===== src/rtl/cordic_sequencer.sv =====
// rtl/cordic_sequencer.sv - Nios custom-instruction sequencer for the iterative CORDIC cosine core
// Holds the operand, unpacks it to a Q0.32 angle and steps the CORDIC datapath.

module unpacker (
   input  logic [30:0] mag_i,
   output logic [31:0] z_o,
   output logic        is_special_o
);

   logic [7:0]  exp_w;
   logic [23:0] mant_w;
   logic [55:0] wide_w;
   logic [7:0]  shamt_w;

   assign exp_w   = mag_i[30:23];
   assign mant_w  = {1'b1, mag_i[22:0]};
   assign wide_w  = {mant_w, 32'h0};
   assign shamt_w = 8'd150 - exp_w;

   // |x| >= 1.0 (including Inf/NaN) lies outside the Q0.32 angle range; denormals flush to zero.
   always_comb begin
      z_o          = 32'h0;
      is_special_o = 1'b0;
      if (exp_w >= 8'd127) begin
         is_special_o = 1'b1;
      end else if (exp_w != 8'd0 && shamt_w < 8'd56) begin
         z_o = 32'(wide_w >> shamt_w);
      end
   end

endmodule

module cordic_sequencer #(
   parameter int          ITERS          = 16,
   parameter int          IDX_W          = 5,
   parameter logic [31:0] SPECIAL_RESULT = 32'h0
) (
   input  logic             clk,
   input  logic             reset,
   input  logic             clk_en,
   input  logic             start,
   input  logic [31:0]      dataa,
   output logic [31:0]      result,
   output logic             done,
   output logic             busy,
   output logic             dp_load,
   output logic [31:0]      dp_z0,
   output logic             dp_sign,
   output logic             dp_step,
   output logic [IDX_W-1:0] dp_iter,
   input  logic [31:0]      dp_result
);

   localparam logic [1:0] S_IDLE = 2'd0;
   localparam logic [1:0] S_LOAD = 2'd1;
   localparam logic [1:0] S_ITER = 2'd2;
   localparam logic [1:0] S_DONE = 2'd3;

   localparam logic [IDX_W-1:0] LAST_IDX = IDX_W'(ITERS - 1);

   logic [1:0]       state_q,  state_d;
   logic [IDX_W-1:0] cnt_q,    cnt_d;
   logic [30:0]      op_q,     op_d;
   logic             sign_q,   sign_d;
   logic [31:0]      result_q, result_d;

   logic [31:0] z_w;
   logic        special_w;

   unpacker u_unpacker (
      .mag_i        (op_q),
      .z_o          (z_w),
      .is_special_o (special_w)
   );

   // op_q is stable from LOAD through DONE, so special_w still tells the two DONE paths apart.
   assign result  = (state_q == S_DONE && !special_w) ? dp_result : result_q;
   assign done    = (state_q == S_DONE);
   assign busy    = (state_q != S_IDLE);
   assign dp_load = (state_q == S_LOAD) && !special_w;
   assign dp_step = (state_q == S_ITER);
   assign dp_iter = cnt_q;
   assign dp_sign = sign_q;
   assign dp_z0   = z_w;

   always_comb begin
      state_d  = state_q;
      cnt_d    = cnt_q;
      op_d     = op_q;
      sign_d   = sign_q;
      result_d = result_q;
      case (state_q)
         S_IDLE: begin
            if (start) begin
               op_d    = dataa[30:0];
               sign_d  = dataa[31];
               state_d = S_LOAD;
            end
         end
         S_LOAD: begin
            if (special_w) begin
               result_d = SPECIAL_RESULT;
               state_d  = S_DONE;
            end else begin
               cnt_d   = '0;
               state_d = S_ITER;
            end
         end
         S_ITER: begin
            if (cnt_q == LAST_IDX) begin
               state_d = S_DONE;
            end else begin
               cnt_d = cnt_q + 1'b1;
            end
         end
         S_DONE: begin
            result_d = result;
            state_d  = S_IDLE;
         end
         default: state_d = S_IDLE;
      endcase
   end

   always_ff @(posedge clk) begin
      if (reset) begin
         state_q  <= S_IDLE;
         cnt_q    <= '0;
         op_q     <= '0;
         sign_q   <= 1'b0;
         result_q <= 32'h0;
      end else if (clk_en) begin
         state_q  <= state_d;
         cnt_q    <= cnt_d;
         op_q     <= op_d;
         sign_q   <= sign_d;
         result_q <= result_d;
      end
   end

endmodule


===== config.mk =====
export PLATFORM = sky130hd
export DESIGN_NAME = cordic_sequencer
export DESIGN_NICKNAME = d
export VERILOG_FILES = /design/src/rtl/cordic_sequencer.sv
export SDC_FILE = /design/constraint.sdc
export NUM_CORES = 1
export LEC_CHECK = 0
export BUFFER_PORTS_ARGS = -buffer_cell sky130_fd_sc_hd__buf_4
export CAP_MARGIN = 20
export CORE_MARGIN = 3
export CORE_UTILIZATION = 55
export DETAILED_ROUTE_END_ITERATION = 6
export PLACE_DENSITY = 0.81
export SETUP_SLACK_MARGIN = 0.2
export SLEW_MARGIN = 20
export SYNTH_ARGS = -nofsm -noshare
export SYNTH_HDL_FRONTEND = slang
export SYNTH_SLANG_ARGS = --single-unit

===== constraint.sdc =====
create_clock -name clk -period 4.4 [get_ports clk]
set_clock_uncertainty 0.2 [all_clocks]
set_input_delay 0.44 -clock clk [delete_from_list [all_inputs] [get_ports clk]]
set_output_delay 0.44 -clock clk [all_outputs]
set_load 0.05 [all_outputs]

# --- Yosys cells after proc, flatten, opt, wreduce, memory -nomap -nowiden ---
# Index checks and enable logic that the tools add are counted.
classes:
  addsub: 2
  order_cmp: 2
  n_eq_ne: 9
  n_shift: 1
  muxes: 13
  n_reduce_logical: 13
ops:
  columns: ["op", "n"]
  rows:
  - ["32-bit two-way mux", 4]
  - ["32-bit case mux with 2 select lines", 1]
  - ["56-bit by 8-bit >> shifter with 32-bit output", 1]
  - ["5-bit two-way mux", 2]
  - ["5-bit case mux with 2 select lines", 1]
  - ["3-bit AND reduction", 3]
  - ["8-bit by 7-bit greater-or-equal comparator with 1-bit output (second input constant)", 1]
  - ["8-bit by 6-bit < comparator with 1-bit output (second input constant)", 1]
  - ["2-bit inequality test (second input constant)", 4]
  - ["2-bit case mux with 4 select lines", 1]
  - ["8-bit nonzero test", 1]
  - ["8-bit subtractor (first input constant)", 1]
  - ["2-bit nonzero test", 3]
  - ["5-bit by 1-bit adder with 5-bit output (second input constant)", 1]
  - ["5-bit by 4-bit equality test with 1-bit output (second input constant)", 1]
  - ["2-bit equality test (second input constant)", 2]
  - ["2-bit two-way mux", 2]
  - ["4-bit AND reduction", 1]
  - ["1-bit logical AND", 3]
  - ["2-bit by 1-bit equality test with 1-bit output (second input constant)", 1]
  - ["2-bit zero test", 1]
  - ["1-bit two-way mux", 2]
  - ["2-bit by 1-bit inequality test with 1-bit output (second input constant)", 1]
  - ["1-bit zero test", 1]
totals:
  reg_bits: 71
  in_bits: 68
  word_cells: 45

# --- Logic depth before layout (Yosys ltp) ---
depth:
  word_depth: 6
  depth_mapped: 14
  ltp_nobuf: 9

# --- Cells and area by module ---
# Synthesis repeated with hierarchy kept, for this count alone.
hier_totals:
  hier_cells: 657
  hier_area_um2: 5516.5
modules_own_cells:
  columns: ["module", "instances", "cells_each", "area_each_um2", "seq_area_each_um2"]
  rows:
  - ["cordic_sequencer", 1, 306, 3029.2, 1421.4]
  - ["unpacker", 1, 351, 2487.4, 0.0]

# --- Worst setup path before layout ---
# Ideal clock, no wire load.
synth_path:
  kind: "reg-to-output"
  from: "register op_q[23]"
  to: "output port dp_z0[3]"
  t_arrival_ns: 3.738
  t_required_ns: 3.760
  slack_ns: 0.022
  path_stages_with_launch: 13
  cell_sequence: "dfxtp_1 buf_4 buf_4 inv_1 buf_2 ha_1 buf_6 buf_6 mux4_2 nand2_1 o311ai_0 a31oi_1 nor4_1"
synth_between:
  elab_chain_len: 5
  elab_cells_between_ends: 8
synth_rtl:
  columns: ["item", "line_no", "source"]
  rows:
  - ["from (decl)", "63", "logic [30:0] op_q, op_d;"]
  - ["from (signal assigned)", "134", "op_q <= op_d;"]
  - ["parallel branches: the longest is 4 deep, another holds 8-bit subtractor", null, null]
  - ["32-bit two-way mux (*)", "24", "if (exp_w >= 8'd127) begin"]
  - ["to (decl)", "47", "output logic [31:0] dp_z0,"]
# Every way passes the cells marked *.

# --- Worst setup path after layout ---
layout_path:
  from: "register op_q[24]"
  to: "output port dp_z0[1]"
# The elaborated chain is that of the path after synthesis.

==> flow_metrics.py <==
metrics = {
    "outcome": {
        "outcome": "finished, final reports clean",
    },
    "clock_tree": {
        "cts_buffers": 9,
        "cts_max_path_buffers": 2,
        "clkLatencyLatePin_ps": 360,
        "clkTransAtPathRegs_ps": 90,
        "cts_tree": "yes",
        "clock-sinks": 71,
        "root_buffer": "clkbuf_8",
        "htreeDepth": 3,
        "hold_buffers": 0,
        "postCtsSetupRepairBufs": 0,
    },
    "sta": {
        "slew_headroom_pct": 46.1,
        "fmax_ghz": 0.247,
        "rsz0062_at_grt": "no",
        "slew_viol_final": 0,
        "period_share_pct": 92.2,
        "hold_violations": 0,
        "finalSetupViolations": 0,
        "fin_setup_tns_ps": 0,
        "tightest_slew_ps": 808,
        "fin_crit_ps": 4060,
    },
    "die": {
        "num_rows": 36,
        "dieHeight_um": 108,
        "core_mm2": 0.00991,
        "die_area_mm2": 0.0116,
        "die_x_um": 108,
        "pin_count": 142,
        "initial_core_util_pct": 57.5,
    },
    "synth": {
        "yosysTopAreaCell": "dfxtp_1",
        "synth_area_leaders": "dfxtp_1 (25%), mux2i_1 (9.0%), mux2_2 (8.7%), nand2_1 (7.2%), a21oi_1 (4.9%)",
        "synth_cell_types": 76,
        "synth-seq-area-share_pct": 24.9,
        "synth_edf_count": 0,
        "synth_top_area_share_pct": 24.9,
        "syn_area_mm2": 0.00570,
        "ys.flop_type": "dfxtp_1",
        "syn_area_per_cell_um2": 8.18,
        "synth_nets": 773,
        "synth_cells": 697,
        "async_flop_share_pct": 0,
        "yosys_warnings": 0,
        "ys_ff_latch": 71,
    },
    "flow_run": {
        "drv_cap": 0,
    },
    "finish": {
        "regArea_mm2": 0.00142,
        "multiInputGateArea_mm2": 0.00392,
        "nFillCells": 774,
        "utilization_pct": 70.4,
        "fin_cells": 942,
        "drive_gt1_share_pct": 32.9,
        "syn_to_final_growth_pct": 22.3,
        "antenna_cells": 0,
        "fin_nets": 880,
    },
    "place": {
        "place.detailed.hpwl_um": 13200,
        "finalWeightedCongestion": 0.961,
        "port-buffer-count": 141,
        "place_inst": 925,
    },
    "critical_path": {
        "end_kind": "primary output",
        "r2r_slack_ps": 1410,
        "start_kind": "flip-flop",
        "crit_type": "flip-flop to primary output",
        "cp.arrival_ps": 3420,
        "worst_ep_required_time_ps": 3760,
        "worst-r2r-cell-count": 9,
        "critPathMaxFanout": 10,
        "startpoint": "op_q[24]",
        "worstSetupEndpoint": "dp_z0[1]",
        "reg2reg_to": "result_q[9]",
        "r2r-start": "op_q[24]",
    },
    "worst_hold_path": {
        "min_path_type": "primary input to flip-flop",
    },
    "route": {
        "vias": 5789,
        "drt-initial-drc-count": 485,
        "ant_nets": 0,
        "wl_per_cell_um": 18.9,
        "viasPerCell": 6.15,
        "wirelength_um": 17800,
        "drtPass1Iterations": 7,
        "drcViolationCount": 0,
    },
    "power": {
        "ir_worst_vdd_uv": 279,
        "power_density_mw_per_mm2": 260,
        "power_mw": 1.81,
        "leakage_nw": 2.74,
    },
    "grt": {
        "grt_pass1_vias": 5497,
        "grt.overflow.total": 0,
        "grt_pass1_wl_um": 28100,
        "antenna_found_initial": 0,
        "grt_max_degree": 72,
        "grt_usage_pct": 30.0,
    },
}
-- cells by family (layout without fill, tap and decap cells) --
kind of cell             after synthesis  in the layout  share of synthesized area, %
AO/OA/AOI/OAI                        188            188                          22.9
XOR/XNOR                              11             12                          2.55
adder cells (fa/ha/maj)                8              8                          1.76
buffers and inverters                 77            188                          7.51
flip-flops                            71             71                          24.9
multiplexers                         105            105                          21.7
AND/OR/NAND/NOR                      237            237                          18.7
-- through the flow --
stage | cell area [um2] | worst slack [ps] | hold WS [ps]
floorplan | 5710 | 260 | 258
global placement | 6700 | 567 | 246
detailed placement | 6700 | 501 | 263
CTS | 6940 | 228 | 96.2
global route | 6970 | 191 | 112
finish | 6970 | 345 | 117
-- flip-flops by register name (all words and copies together) (netlist names) --
register and cells:
result_q 32, op_q 31, state_q 2, dp_sign 1, dp_iter 5
-- report_power, final --
| group | switching (mW) | internal (mW) | total, mW |
|---|---|---|---|
| clock network | 0.276 | 0.326 | 0.602 |
| registers | 0.0396 | 0.663 | 0.703 |
| logic | 0.311 | 0.196 | 0.507 |
-- routing by layer --
layer  track usage, %  vias up  wire length (um)
met5                0        -                 0
met4             8.21        0               363
met3             6.12       32              1500
met2             47.5      298              8320
met1             41.6     2701              7600
li1                 -     2758                 -
-- placed cells by master, fill, tap and decap left out, types with 3 or more instances in the layout --
| cell type | count |
|---|---|
| inv_6 | 3 |
| a21oi_2 | 5 |
| and2_1 | 6 |
| o22ai_1 | 15 |
| clkbuf_8 | 9 |
| o211ai_1 | 13 |
| and3_1 | 4 |
| nor2b_1 | 4 |
| nand2_1 | 110 |
| xor2_1 | 3 |
| nor3_1 | 10 |
| inv_1 | 13 |
| xnor2_2 | 4 |
| a21oi_1 | 56 |
| a31oi_1 | 8 |
| o32a_1 | 3 |
| dfxtp_1 | 70 |
| mux4_2 | 9 |
| buf_4 | 159 |
| nand3_1 | 16 |
| o21ai_0 | 14 |
| mux2i_1 | 51 |
| a211o_1 | 3 |
| mux2_2 | 44 |
| a211oi_1 | 3 |
| a311oi_1 | 3 |
| a32oi_1 | 4 |
| a22oi_1 | 33 |
| ha_1 | 6 |
| nor2_1 | 63 |
-- worst min path at each step --
stage                        from           end  slack, ps  cells after the start
detailed placement        dp_sign       dp_sign        260                      2
global placement          dp_sign       dp_sign        250                      2
floorplan                op_q[15]      op_q[15]        260                      2
finish              dp_result[14]  result_q[14]        120                      3
global route             dataa[0]       op_q[0]        110                      3
CTS                 dp_result[15]  result_q[15]        100                      3
-- synthesized netlist by cell type (all sizes together) (3+ instances only) --
library cell  instances
a31oi                 8
a211oi                4
xnor2                 6
a32oi                 4
mux2i                51
a311oi                4
nor2b                 4
nor3b                 3
nor2                 65
ha                    8
and3                  5
nand3                18
nor3                 10
nand2               111
and2                  6
inv                  13
mux4                 10
clkbuf               19
nor4                  5
xor2                  5
buf                  45
o21ai                16
a22oi                33
a21oi                61
o32a                  3
mux2                 44
o22ai                15
a31o                  3
o211ai               13
dfxtp                71
a211o                 3
-- layout make-up --
cell class / instances / area share, %
clock buffers: 9 / 1.78
clock inverters: 7 / 1.47
inverters: 13 / 0.700
multi-input cells: 550 / 56.1
flip-flops and latches: 71 / 20.4
well taps: 133 / 2.39
repair buffers: 159 / 17.1
-- timing repair --
| item | in CTS | in global routing |
|---|---|---|
| cloned | 0 | 1 |
| resized for setup | 1 | 3 |
| endpoints found under the setup margin | 5 | 20 |
| pin swaps | 0 | 1 |
-- worst max-delay path: stages, from the launching register on --
cell       delay, ps
dfxtp_1          540
ha_2             490
a21oi_2          180
xnor2_2          450
nand2_2          180
nor4_4           460
a21oi_1          150
a2111oi_2        350
buf_4            260
(Power assumes the default switching activity.)
